[config.mk]
export PLATFORM = sky130hd
export DESIGN_NAME = i2s_rx
export DESIGN_NICKNAME = d
export VERILOG_FILES = /design/src/rtl/i2s_rx.sv
export SDC_FILE = /design/constraint.sdc
export NUM_CORES = 1
export LEC_CHECK = 0
export BUFFER_PORTS_ARGS = -buffer_cell sky130_fd_sc_hd__buf_2
export CAP_MARGIN = 5
export CORE_MARGIN = 2
export CORE_UTILIZATION = 55
export CTS_CLUSTER_SIZE = 24
export DETAILED_ROUTE_END_ITERATION = 10
export PLACE_DENSITY = 0.75
export SKIP_LAST_GASP = 1
export SYNTH_ARGS = -nofsm -noshare
export SYNTH_HDL_FRONTEND = slang
export SYNTH_SLANG_ARGS = --single-unit
[constraint.sdc]
create_clock -name clk -period 3.4 [get_ports clk]
set_input_delay 0.34 -clock clk [delete_from_list [all_inputs] [get_ports clk]]
set_output_delay 0.34 -clock clk [all_outputs]
set_load 0.03 [all_outputs]
[src/rtl/i2s_rx.sv]
// i2s_rx: Philips I2S slave receiver. Oversamples BCLK/LRCK/SDATA on clk and
// delivers one left/right pair per frame over valid/ready.
module i2s_rx #(
  parameter int SAMPLE_BITS   = 16,
  parameter int MAX_SLOT_BITS = 32
) (
  input  logic                   clk,
  input  logic                   rst_n,
  input  logic                   i2s_bclk,
  input  logic                   i2s_lrck,
  input  logic                   i2s_data,
  output logic [SAMPLE_BITS-1:0] left_sample,
  output logic [SAMPLE_BITS-1:0] right_sample,
  output logic                   sample_valid,
  input  logic                   sample_ready,
  output logic                   locked,
  output logic                   frame_err,
  output logic                   overrun,
  input  logic                   err_clr
);
  localparam logic [5:0] SB = 6'(SAMPLE_BITS);
  localparam logic [5:0] MX = 6'(MAX_SLOT_BITS);

  typedef enum logic [1:0] {UNLOCKED, LEFT, RIGHT} state_t;

  state_t                 state_q, state_d;
  logic [1:0]             bclk_sync_q, bclk_sync_d, lrck_sync_q, lrck_sync_d, data_sync_q, data_sync_d;
  logic                   bclk_prev_q, bclk_prev_d, lrck_dly_q, lrck_dly_d;
  logic [5:0]             cnt_q, cnt_d, cnt_inc;
  logic [SAMPLE_BITS-1:0] sr_l_q, sr_l_d, sr_r_q, sr_r_d, hold_q, hold_d;
  logic [SAMPLE_BITS-1:0] left_q, left_d, right_q, right_d, ch_sr, word_new, word_fin;
  logic                   valid_q, valid_d, locked_q, locked_d, err_q, err_d, ovr_q, ovr_d;
  logic                   rise, boundary, shift_en, complete, overflow, done, busy;

  always_comb begin
    bclk_sync_d = {bclk_sync_q[0], i2s_bclk};
    lrck_sync_d = {lrck_sync_q[0], i2s_lrck};
    data_sync_d = {data_sync_q[0], i2s_data};
    bclk_prev_d = bclk_sync_q[1];
    rise        = bclk_sync_q[1] && !bclk_prev_q;
    lrck_dly_d  = rise ? lrck_sync_q[1] : lrck_dly_q;
    // The bit on a boundary rise still belongs to the channel held in lrck_dly_q.
    boundary    = rise && (lrck_sync_q[1] != lrck_dly_q);
    cnt_inc     = (cnt_q == 6'h3f) ? cnt_q : cnt_q + 6'd1;
    cnt_d       = !rise ? cnt_q : boundary ? 6'd0 : cnt_inc;
    shift_en    = cnt_q < SB;
    ch_sr       = lrck_dly_q ? sr_r_q : sr_l_q;
    word_new    = {ch_sr[SAMPLE_BITS-2:0], data_sync_q[1]};
    word_fin    = shift_en ? word_new : ch_sr;
    sr_l_d      = (rise && !lrck_dly_q && shift_en) ? word_new : sr_l_q;
    sr_r_d      = (rise && lrck_dly_q && shift_en) ? word_new : sr_r_q;
    complete    = cnt_inc >= SB;
    overflow    = cnt_inc > MX;
    state_d     = state_q;
    err_d       = 1'b0;
    hold_d      = hold_q;
    done        = 1'b0;
    if (rise && state_q != UNLOCKED && overflow) begin
      err_d   = 1'b1;
      state_d = UNLOCKED;
    end else if (boundary) begin
      if (state_q == UNLOCKED) state_d = lrck_sync_q[1] ? UNLOCKED : LEFT;
      else if (!complete) begin
        err_d   = 1'b1;
        state_d = UNLOCKED;
      end else if (state_q == LEFT) begin
        hold_d  = word_fin;
        state_d = RIGHT;
      end else begin
        done    = 1'b1;
        state_d = LEFT;
      end
    end
    busy     = valid_q && !sample_ready;
    valid_d  = done || busy;
    left_d   = (done && !busy) ? hold_q : left_q;
    right_d  = (done && !busy) ? word_fin : right_q;
    ovr_d    = (done && busy) || (ovr_q && !err_clr);
    locked_d = state_d != UNLOCKED;
  end

  always_ff @(posedge clk or negedge rst_n) begin
    if (!rst_n) begin
      state_q     <= UNLOCKED;
      bclk_sync_q <= '0;
      lrck_sync_q <= '0;
      data_sync_q <= '0;
      bclk_prev_q <= 1'b0;
      lrck_dly_q  <= 1'b0;
      cnt_q       <= '0;
      sr_l_q      <= '0;
      sr_r_q      <= '0;
      hold_q      <= '0;
      left_q      <= '0;
      right_q     <= '0;
      valid_q     <= 1'b0;
      locked_q    <= 1'b0;
      err_q       <= 1'b0;
      ovr_q       <= 1'b0;
    end else begin
      state_q     <= state_d;
      bclk_sync_q <= bclk_sync_d;
      lrck_sync_q <= lrck_sync_d;
      data_sync_q <= data_sync_d;
      bclk_prev_q <= bclk_prev_d;
      lrck_dly_q  <= lrck_dly_d;
      cnt_q       <= cnt_d;
      sr_l_q      <= sr_l_d;
      sr_r_q      <= sr_r_d;
      hold_q      <= hold_d;
      left_q      <= left_d;
      right_q     <= right_d;
      valid_q     <= valid_d;
      locked_q    <= locked_d;
      err_q       <= err_d;
      ovr_q       <= ovr_d;
    end
  end

  assign left_sample  = left_q;
  assign right_sample = right_q;
  assign sample_valid = valid_q;
  assign locked       = locked_q;
  assign frame_err    = err_q;
  assign overrun      = ovr_q;
endmodule

==> impl_results.rst <==
.. list-table::
   :header-rows: 1

   * - Metric
     - Value
   * - Endpoint kind of the worst setup timing path
     - flop
   * - Vias per std cell
     - 5.67
   * - Worst hold-check path type
     - in2async
   * - Post-synth top area share
     - 0.551
   * - Leakage power summed over all cells
     - 2.45 nW
   * - Placed Cells
     - 432
   * - Worst-path clk slew
     - roughly 0.11 ns
   * - Data required time of the worst path
     - 3.66 ns
   * - Die W
     - 94.9 µm
   * - Setup tns final
     - 0 ns
   * - Pin count of the biggest net entering global routing
     - just over 70
   * - Number of failing setup endpoints in the final timing report
     - 0
   * - Transition time of the tightest slew-check pin
     - 0.865 ns
   * - RSZ-0062 raised after global routing
     - no
   * - DIE HEIGHT
     - roughly 95 µm
   * - Outcome
     - completed
   * - Vias in the first global route
     - 2489
   * - Post-route core utilization
     - 0.614
   * - H-tree depth reported by CTS
     - 3
   * - Length in cells of the worst reg-to-reg path
     - 7
   * - Mean Syn Cell Area
     - 15.3 µm²
   * - CTS tree
     - done
   * - Sum of net half-perimeters after detailed placement
     - just over 5 mm
   * - Port Buf Inserts
     - 42
   * - Cell type with the largest total area after synthesis
     - dfrtp_1
   * - Largest fanout of any net on the critical path
     - 32
   * - Number of failing hold endpoints at the final stage
     - 0
   * - # Post-CTS Setup Buffers
     - 0
   * - Share of cells above drive strength 1
     - 0.496
   * - Number of optimization iterations in the first detailed-route pass
     - 4
   * - WS Path Type
     - reg2reg
   * - # hold bufs at CTS
     - 0
   * - Count of nets after finishing
     - 346
   * - Count of unresolved DRC violations after routing
     - 0
   * - Count of nets left with antenna violations after detail routing
     - 0
   * - Maximum clock frequency
     - 0.381 GHz
   * - Clock Sinks
     - 100
   * - Slew margin rel.
     - 0.423
   * - Number of standard cells after synthesis
     - 297
   * - Final worst path period need
     - 2.62 ns
   * - Main flop type after synthesis
     - dfrtp_1
   * - Synth-to-layout area growth
     - 9.43%
   * - Post-route cell area
     - 0.00497 mm²
   * - EDFF count, synth
     - 0
   * - Net count of the mapped netlist
     - 305
   * - Startpoint type of the worst setup path
     - flop
   * - Flop and latch count out of synthesis
     - 100
   * - Die area
     - approximately 0.0090 mm²
   * - Fraction of synthesis flops using an asynchronous set or reset pin
     - 1.00
   * - Final Max Tran Viols
     - 0
   * - Cell types occupying the most area after synthesis
     - dfrtp_1, mux2_4, mux2_2
   * - Antenna violations before repair
     - 0
   * - Vias
     - 2538
   * - Post-DR wirelength/cell
     - between 15 and 20 µm
   * - Overall power after layout
     - 2.62 mW
   * - Sequential-to-total area share from yosys stat
     - 0.551
   * - Number of DRC markers in iteration 0
     - between 90 and 100
   * - Data arrival time of the critical path
     - 2.89 ns
   * - Distinct cell type count after synthesis
     - 46
   * - Synthesis warning total
     - 0
   * - Number of buffers created by CTS
     - 9
   * - Total inserted antenna cells
     - 0
   * - Global-route wire length before repair
     - 12.6 mm
   * - Initial cell density of the core
     - 0.561
   * - Max IR drop VDD
     - 0.270 mV
   * - Total congestion overflow after global routing
     - 0
   * - FILL cells
     - 607
   * - Rows
     - 33
   * - Clk Latency, worst-skew pair
     - between 0.3 and 0.4 ns
   * - Dpl cell area
     - 0.00478 mm²
   * - Final weighted congestion in routability-driven placement
     - 0.843
   * - Final Cycle Share
     - 0.771
   * - Maximum Capacitance Violations
     - 0
   * - Io pins
     - 43
   * - GRT Overall Usage
     - 0.183
   * - Floorplan core area
     - 0.00809 mm²
   * - Filler-free cell count of the finished design
     - about 450
   * - Clock tree root buffer cell
     - clkbuf_8
   * - Drt total wl
     - 7.58 mm
   * - Clock tree buffer depth
     - 2
   * - Total power divided by cell area
     - between 500 and 600 mW/mm²
   * - Syn Std Cell Area
     - 0.00454 mm²
   * - Final Skew
     - 0.0156 ns
   * - PostCTS Resize Cnt
     - 0
## placed cells by master, fill, tap and decap left out, types with 2 or more instances in the layout
| cell | count |
|---|---|
| a21oi_1 | 6 |
| a31o_2 | 2 |
| a31oi_1 | 4 |
| buf_2 | 41 |
| buf_4 | 7 |
| clkbuf_8 | 10 |
| clkinv_4 | 3 |
| dfrtp_1 | 100 |
| inv_1 | 3 |
| inv_6 | 3 |
| mux2_2 | 39 |
| mux2_4 | 39 |
| mux4_2 | 14 |
| nand2_1 | 11 |
| nand2b_1 | 2 |
| nand3_1 | 8 |
| nand4_1 | 2 |
| nor2_1 | 12 |
| nor2b_1 | 3 |
| o21ai_0 | 7 |
| o21ai_2 | 2 |
| o31ai_1 | 2 |
| xor2_1 | 2 |
## cell type report
class                   instances  area [µm²]  area share
clock buffers                  10         138      0.0277
clock inverters                 6        52.6      0.0106
inverters                       3        11.3     0.00227
multi-input cells             176        1870       0.377
flip-flops and latches        100        2500       0.504
well taps                     105         131      0.0264
repair buffers                 48         258      0.0519
## worst paths after layout
path	from	end	slack (ns)
worst max-delay path	cnt_q[0]$_DFFE_PN0P_	right_sample[0]$_DFFE_PN0P_	0.78
worst min-delay path	rst_n	hold_q[1]$_DFFE_PN0P_	0.07
worst max register to register	cnt_q[0]$_DFFE_PN0P_	right_sample[0]$_DFFE_PN0P_	0.78
worst min register to register	lrck_sync_q[0]$_DFF_PN0_	lrck_sync_q[1]$_DFF_PN0_	0.36
max in group asynchronous	rst_n	right_sample[14]$_DFFE_PN0P_	2.55
min in group clk	i2s_lrck	lrck_sync_q[0]$_DFF_PN0_	0.08
## worst max-delay path: stages, from the launching register on
cell       delay [ns]
dfrtp_1          0.44
ha_1             0.32
a31o_2           0.29
o21ai_2          0.08
o2111ai_1        0.16
nand3_2          0.19
and4_4           0.64
mux2_2           0.39
## kinds of logic after synthesis
group / after synthesis / synth area share
mux: 93 / 0.297
simple gates: 51 / 0.0673
xor+xnor: 3 / 0.00579
fa+ha+maj: 1 / 0.00276
flops: 100 / 0.551
compound gates: 28 / 0.0397
buf+inv: 21 / 0.0358
## state kept, by name, indices dropped and copies added (netlist names)
| register | count |
|---|---|
| sr_l_q | 16 |
| frame_err | 1 |
| data_sync_q | 2 |
| lrck_sync_q | 2 |
| left_sample | 16 |
| cnt_q | 6 |
| lrck_dly_q | 1 |
| sr_r_q | 16 |
| bclk_prev_q | 1 |
| sample_valid | 1 |
| hold_q | 16 |
| locked | 1 |
| right_sample | 16 |
| state_q | 2 |
| bclk_sync_q | 2 |
| overrun | 1 |
## where the power goes
part | internal (mW) | total (mW) | switching (mW)
clock network | 0.298 | 0.727 | 0.428
logic | 0.242 | 0.436 | 0.194
registers | 1.32 | 1.46 | 0.138
## synthesized netlist by cell type (2+ instances only)
cell,count
a21oi_1,6
a31o_2,2
a31oi_1,4
buf_12,3
buf_2,4
buf_6,2
clkbuf_1,6
dfrtp_1,100
inv_1,3
mux2_2,39
mux2_4,39
mux4_2,14
nand2_1,11
nand2b_1,2
nand3_1,8
nand4_1,2
nor2_1,12
nor2b_1,3
o21ai_0,7
o21ai_2,2
o31ai_1,2
xor2_1,2
## routing by layer
metal	up-vias	part of all wire	global-route usage
met2	51	0.46	0.266
met1	1317	0.49	0.268
met3	7	0.037	0.0511
li1	1163	-	-
met4	0	0.012	0.0556
met5	-	0	0
## per-stage QoR
stage / worst slack (ns) / hold WS [ns]
3_3_place_gp: 0.823 / 0.332
3_5_place_dp: 0.773 / 0.345
2_1_floorplan: 1.16 / 0.0444
4_1_cts: 0.754 / 0.0664
6_report: 0.777 / 0.0690
5_1_grt: 0.612 / 0.0601
Note: power is estimated with default switching activity, not from simulation.
